$ cat config.mk
export PLATFORM = sky130hd
export DESIGN_NAME = mem_access_unit
export DESIGN_NICKNAME = d
export VERILOG_FILES = /design/src/rtl/mem_pkg.sv /design/src/rtl/mem_load_align.sv /design/src/rtl/mem_access_unit.sv
export SDC_FILE = /design/constraint.sdc
export NUM_CORES = 1
export LEC_CHECK = 0
export BUFFER_PORTS_ARGS = -buffer_cell sky130_fd_sc_hd__buf_2
export CELL_PAD_IN_SITES_DETAIL_PLACEMENT = 0
export CELL_PAD_IN_SITES_GLOBAL_PLACEMENT = 1
export CORE_UTILIZATION = 25
export CTS_CLUSTER_SIZE = 20
export DETAILED_ROUTE_END_ITERATION = 8
export PLACE_DENSITY = 0.59
export SYNTH_ARGS = -nofsm -noshare
export SYNTH_HDL_FRONTEND = slang
export SYNTH_HIERARCHICAL = 1
export SYNTH_SLANG_ARGS = --single-unit
$ cat constraint.sdc
create_clock -name CLK -period 2.66 [get_ports CLK]
set_clock_uncertainty 0.05 [all_clocks]
set_input_delay 0 -clock CLK [delete_from_list [all_inputs] [get_ports CLK]]
set_output_delay 0 -clock CLK [all_outputs]
set_load 0.005 [all_outputs]
$ cat src/rtl/mem_pkg.sv
// mem_pkg: size encodings, FSM states and alignment check
// shared by the load/store front end and its lane aligner.
package mem_pkg;

  localparam logic [1:0] SZ_B = 2'b00;
  localparam logic [1:0] SZ_H = 2'b01;
  localparam logic [1:0] SZ_W = 2'b10;
  localparam logic [1:0] SZ_X = 2'b11;

  typedef enum logic [1:0] {
    ST_IDLE,
    ST_ACCESS,
    ST_WAIT,
    ST_RESP
  } state_e;

  function automatic logic misaligned(
    input logic [1:0] size,
    input logic [1:0] addr
  );
    return (size == SZ_X)
         | ((size == SZ_H) & addr[0])
         | ((size == SZ_W) & (addr != 2'b00));
  endfunction

endpackage

$ cat src/rtl/mem_load_align.sv
// mem_load_align: picks the addressed byte/half lane of a read word
// and sign/zero-extends it. In: word, addr, size, uns. Out: data.
module mem_load_align
  import mem_pkg::*;
(
  input  logic [31:0] word,
  input  logic [1:0]  addr,
  input  logic [1:0]  size,
  input  logic        uns,
  output logic [31:0] data
);

  logic [31:0] shifted;
  logic [7:0]  lane_b;
  logic [15:0] lane_h;

  always_comb begin
    shifted = word >> {addr, 3'b000};
    lane_b  = shifted[7:0];
    lane_h  = addr[1] ? word[31:16] : word[15:0];
  end

  always_comb begin
    data = word;
    unique case (size)
      SZ_B: data = uns ? {24'h0, lane_b}
                       : {{24{lane_b[7]}}, lane_b};
      SZ_H: data = uns ? {16'h0, lane_h}
                       : {{16{lane_h[15]}}, lane_h};
      default: data = word;
    endcase
  end

endmodule

$ cat src/rtl/mem_access_unit.sv
// mem_access_unit: byte-addressed load/store requests -> word SRAM
// accesses (CSN/WEN/ADDR/BE/DI), load lane extraction, RESP pulse.
module mem_access_unit
  import mem_pkg::*;
#(
  parameter int AWIDTH = 12
) (
  input  logic              CLK,
  input  logic              RST,
  input  logic              REQ_VALID,
  output logic              REQ_READY,
  input  logic              REQ_WE,
  input  logic [1:0]        REQ_SIZE,
  input  logic              REQ_UNSIGNED,
  input  logic [31:0]       REQ_ADDR,
  input  logic [31:0]       REQ_WDATA,
  output logic              RESP_VALID,
  output logic [31:0]       RESP_RDATA,
  output logic              RESP_ERR,
  output logic              MEM_CSN,
  output logic              MEM_WEN,
  output logic [AWIDTH-1:0] MEM_ADDR,
  output logic [3:0]        MEM_BE,
  output logic [31:0]       MEM_DI,
  input  logic [31:0]       MEM_DOUT
);

  state_e state_q, state_d;

  logic              we_q, we_d;
  logic [1:0]        size_q, size_d;
  logic              uns_q, uns_d;
  logic [AWIDTH+1:0] addr_q, addr_d;
  logic [31:0]       wdata_q, wdata_d;
  logic [31:0]       rdata_q, rdata_d;
  logic              err_q, err_d;

  logic        accept;
  logic        req_err;
  logic        in_access;
  logic [31:0] load_data;

  // Address bits above the SRAM range alias and are dropped.
  logic unused_addr_hi;
  assign unused_addr_hi = ^REQ_ADDR[31:AWIDTH+2];

  assign REQ_READY = (state_q == ST_IDLE) & ~RST;
  assign accept    = REQ_VALID & REQ_READY;
  assign req_err   = misaligned(REQ_SIZE, REQ_ADDR[1:0]);
  assign in_access = (state_q == ST_ACCESS);

  mem_load_align u_align (
    .word (MEM_DOUT),
    .addr (addr_q[1:0]),
    .size (size_q),
    .uns  (uns_q),
    .data (load_data)
  );

  always_comb begin
    state_d = state_q;
    we_d    = we_q;
    size_d  = size_q;
    uns_d   = uns_q;
    addr_d  = addr_q;
    wdata_d = wdata_q;
    rdata_d = rdata_q;
    err_d   = err_q;
    unique case (state_q)
      ST_IDLE: begin
        if (accept) begin
          we_d    = REQ_WE;
          size_d  = REQ_SIZE;
          uns_d   = REQ_UNSIGNED;
          addr_d  = REQ_ADDR[AWIDTH+1:0];
          wdata_d = REQ_WDATA;
          if (req_err) begin
            state_d = ST_RESP;
            err_d   = 1'b1;
            rdata_d = 32'h0;
          end else begin
            state_d = ST_ACCESS;
          end
        end
      end
      ST_ACCESS: begin
        if (we_q) begin
          state_d = ST_RESP;
          err_d   = 1'b0;
          rdata_d = 32'h0;
        end else begin
          state_d = ST_WAIT;
        end
      end
      ST_WAIT: begin
        state_d = ST_RESP;
        err_d   = 1'b0;
        rdata_d = load_data;
      end
      ST_RESP: state_d = ST_IDLE;
      default: state_d = ST_IDLE;
    endcase
  end

  always_ff @(posedge CLK) begin
    if (RST) begin
      state_q <= ST_IDLE;
      we_q    <= 1'b0;
      size_q  <= 2'b00;
      uns_q   <= 1'b0;
      addr_q  <= '0;
      wdata_q <= 32'h0;
      rdata_q <= 32'h0;
      err_q   <= 1'b0;
    end else begin
      state_q <= state_d;
      we_q    <= we_d;
      size_q  <= size_d;
      uns_q   <= uns_d;
      addr_q  <= addr_d;
      wdata_q <= wdata_d;
      rdata_q <= rdata_d;
      err_q   <= err_d;
    end
  end

  // RST gates the select so an aborted store never reaches the array.
  assign MEM_CSN  = ~(in_access & ~RST);
  assign MEM_WEN  = in_access ? ~we_q : 1'b1;
  assign MEM_ADDR = addr_q[AWIDTH+1:2];

  always_comb begin
    MEM_BE = 4'b0000;
    MEM_DI = 32'h0;
    if (in_access) begin
      unique case (size_q)
        SZ_B: begin
          MEM_BE = 4'b0001 << addr_q[1:0];
          MEM_DI = {4{wdata_q[7:0]}};
        end
        SZ_H: begin
          MEM_BE = addr_q[1] ? 4'b1100 : 4'b0011;
          MEM_DI = {2{wdata_q[15:0]}};
        end
        default: begin
          MEM_BE = 4'b1111;
          MEM_DI = wdata_q;
        end
      endcase
    end
  end

  assign RESP_VALID = (state_q == ST_RESP);
  assign RESP_RDATA = rdata_q;
  assign RESP_ERR   = err_q;

endmodule

==> results.json <==
{
  "relSlewSlack_pct": 38.8,
  "holdBufCountCts": 76,
  "finalMaxSlewViolations": 0,
  "grt_max_degree": 39,
  "max_freq_mhz": 435,
  "antenna_cells": 0,
  "critPathRequiredTime_ps": 2890,
  "finalWirelength_um": 14800,
  "track_usage_pct": 16.1,
  "via_count": 4489,
  "synth-edff-count": 0,
  "cp.arrival_ps": 2530,
  "grt_pass1_vias": 4478,
  "path_cells": "inv_1 -> ha_1 -> nand3b_4 -> a21oi_2 -> a21oi_4 -> a22o_1",
  "critPathMaxFanout": 33,
  "insertion_delay_ps": 340,
  "ys_warn_count": 6,
  "period_share_pct": 86.3,
  "vias_per_cell": 4.60,
  "drtIter0Drc": 172,
  "ff_latch_area_um2": 1700,
  "path_class": "flip-flop to flip-flop",
  "num_rows": 49,
  "postSynthCellCount": 528,
  "critPathSlowestCell": "a21oi_4",
  "wire_per_inst_um": 15.2,
  "ys_async_sr_fraction_pct": 0,
  "cts_max_level": 3,
  "leakage_nw": 2.99,
  "cts.clk_slew.worst_paths_ps": 60,
  "die_x_um": 137,
  "ys_ff_latch": 85,
  "cts_resized": 0,
  "peakVddDrop_mv": 0.352,
  "cts_buffers": 9,
  "synth_nets": 635,
  "fill_cells": 1897,
  "grt_overflow": 0,
  "status": "finished, final reports clean",
  "die-area_um2": 18800,
  "ant_nets": 0,
  "cts_tree": "done",
  "hp-class": "input port to flip-flop",
  "rsz0062_at_grt": "no",
  "cts_max_path_buffers": 2,
  "synthesis.area_um2": 4570,
  "multiInputGateArea_um2": 2500,
  "tns_ps": 0,
  "final_area_um2": 6490,
  "path_buf_inv": 1,
  "crit_path_start_kind": "flip-flop",
  "area.growth.synth_to_final_pct": 42.1,
  "yosysSeqAreaShare_pct": 37.3,
  "final_cell_mix": "169 x buf_2, 141 x nand2_1, 84 x dfxtp_1, 76 x dlygate4sd3_1, 49 x nand3b_1",
  "maxCapViolations": 0,
  "post_dp_cell_area_um2": 5440,
  "antenna_found_initial": 0,
  "end_kind": "flip-flop",
  "io_pins": 188,
  "clock-sinks": 85,
  "final_common_cell": "buf_2",
  "die_y_um": 137,
  "core_area_um2": 17900,
  "powerDensity_nw_per_um2": 724,
  "final_nets": 848,
  "drc": 0,
  "first_pass_iters": 4,
  "drive_gt1_share_pct": 30.7,
  "start_util_pct": 25.5,
  "max_stage_delay_ps": 730,
  "synth.distinct_cells": 44,
  "fin_ws_ps": 364,
  "grt_pass1_wl_um": 23100,
  "pre_cts_ws_ps": 346,
  "critPathTopFamily": "compound AO/OA/AOI/OAI gates",
  "yosys_most_used_dff": "dfxtp_1",
  "setup_viol": 0,
  "portBuffers": 169,
  "hold_viol_final": 0,
  "dp_hpwl_um": 10200,
  "synth_area_per_cell_um2": 8.65,
  "period_minus_slack_ps": 2300,
  "cts-root-buf": "clkbuf_16",
  "place_congestion": 0.787,
  "post_cts_buffers": 0,
  "worstMarginPinSlew_ps": 915
}
## Yosys cell counts, types with 3 or more instances
master	count	share of area, %
nand2_1	141	12
dfxtp_1	85	37
nand3b_1	49	8.1
a22o_1	41	7.9
mux2i_1	26	5.7
o21ai_0	24	2.6
and2_1	17	2.3
clkbuf_1	17	1.4
buf_4	14	2.3
nor2b_1	13	1.8
buf_2	12	1.3
o21ai_2	11	2.1
buf_6	10	2.5
a221o_1	8	1.8
o221a_2	8	2.0
a21boi_0	6	0.99
nor2_1	6	0.49
ha_1	4	1.1
a21oi_2	3	0.58
inv_1	3	0.25
o21a_1	3	0.49
## where the power goes
group | total [mW] | switching [mW] | internal (mW)
registers | 1.70 | 0.206 | 1.50
clock network | 1.25 | 0.527 | 0.728
logic | 1.74 | 0.947 | 0.793
total | 4.70 | 1.68 | 3.02
## logic make-up (layout without fill, tap and decap cells)
kind of cell,Yosys count,in the layout,synth area share (%)
simple gates,239,239,27.1
flops,85,85,37.3
buf+inv,59,277,8.00
fa+ha+maj,4,4,1.10
mux,28,28,6.52
compound gates,113,113,20.0
## routing by layer
layer  vias up  part of all wire [%]  GRT usage, %
met5         -                     0             0
met4         0                   1.8          5.62
met3        21                   6.3          4.33
met2       150                    45          26.2
met1      2071                    47          20.3
li1       2247                     -             -
## worst register-to-register path, stage by stage, from the launching register on
cell	delay [ps]
dfxtp_1	370
inv_1	100
ha_1	330
nand3b_4	260
a21oi_2	110
a21oi_4	730
a22o_1	290
## final cells by class
class | instances | share of cell area (%)
tap | 229 | 4.42
inverter | 4 | 0.231
clock inverter | 4 | 0.752
clock buffer | 12 | 3.65
sequential | 85 | 26.2
multi-input combinational | 384 | 38.6
timing repair buffer | 257 | 26.2
## through the flow
step	util [%]	power, mW	hold slack, ps	instances
after global routing	36.2	5.03	5.44	975
after global placement	30.4	3.36	134	883
after floorplan	-	2.94	48.9	528
after detailed placement	30.4	3.39	135	883
after CTS	36.2	4.77	1.53	975
final	36.2	4.70	19.1	975
## final timing paths
path                                                  from                         end  slack [ps]  cells after the start
worst min register to register  RESP_RDATA[1]$_SDFFE_PP0P_  RESP_RDATA[1]$_SDFFE_PP0P_         420                      1
worst min-delay path                           MEM_DOUT[0]  RESP_RDATA[0]$_SDFFE_PP0P_          20                      3
worst max-delay path               state_q[0]$_SDFFE_PP0P_  RESP_RDATA[2]$_SDFFE_PP0P_         360                      6
worst max register to register     state_q[0]$_SDFFE_PP0P_  RESP_RDATA[2]$_SDFFE_PP0P_         360                      6
## flip-flops by register name, indices dropped and copies added (netlist names)
| register | count |
|---|---|
| RESP_RDATA | 32 |
| wdata_q | 32 |
| addr_q | 14 |
| size_q | 2 |
| state_q | 2 |
| RESP_ERR | 1 |
| uns_q | 1 |
| we_q | 1 |
Power figures use the tool's default switching activity.
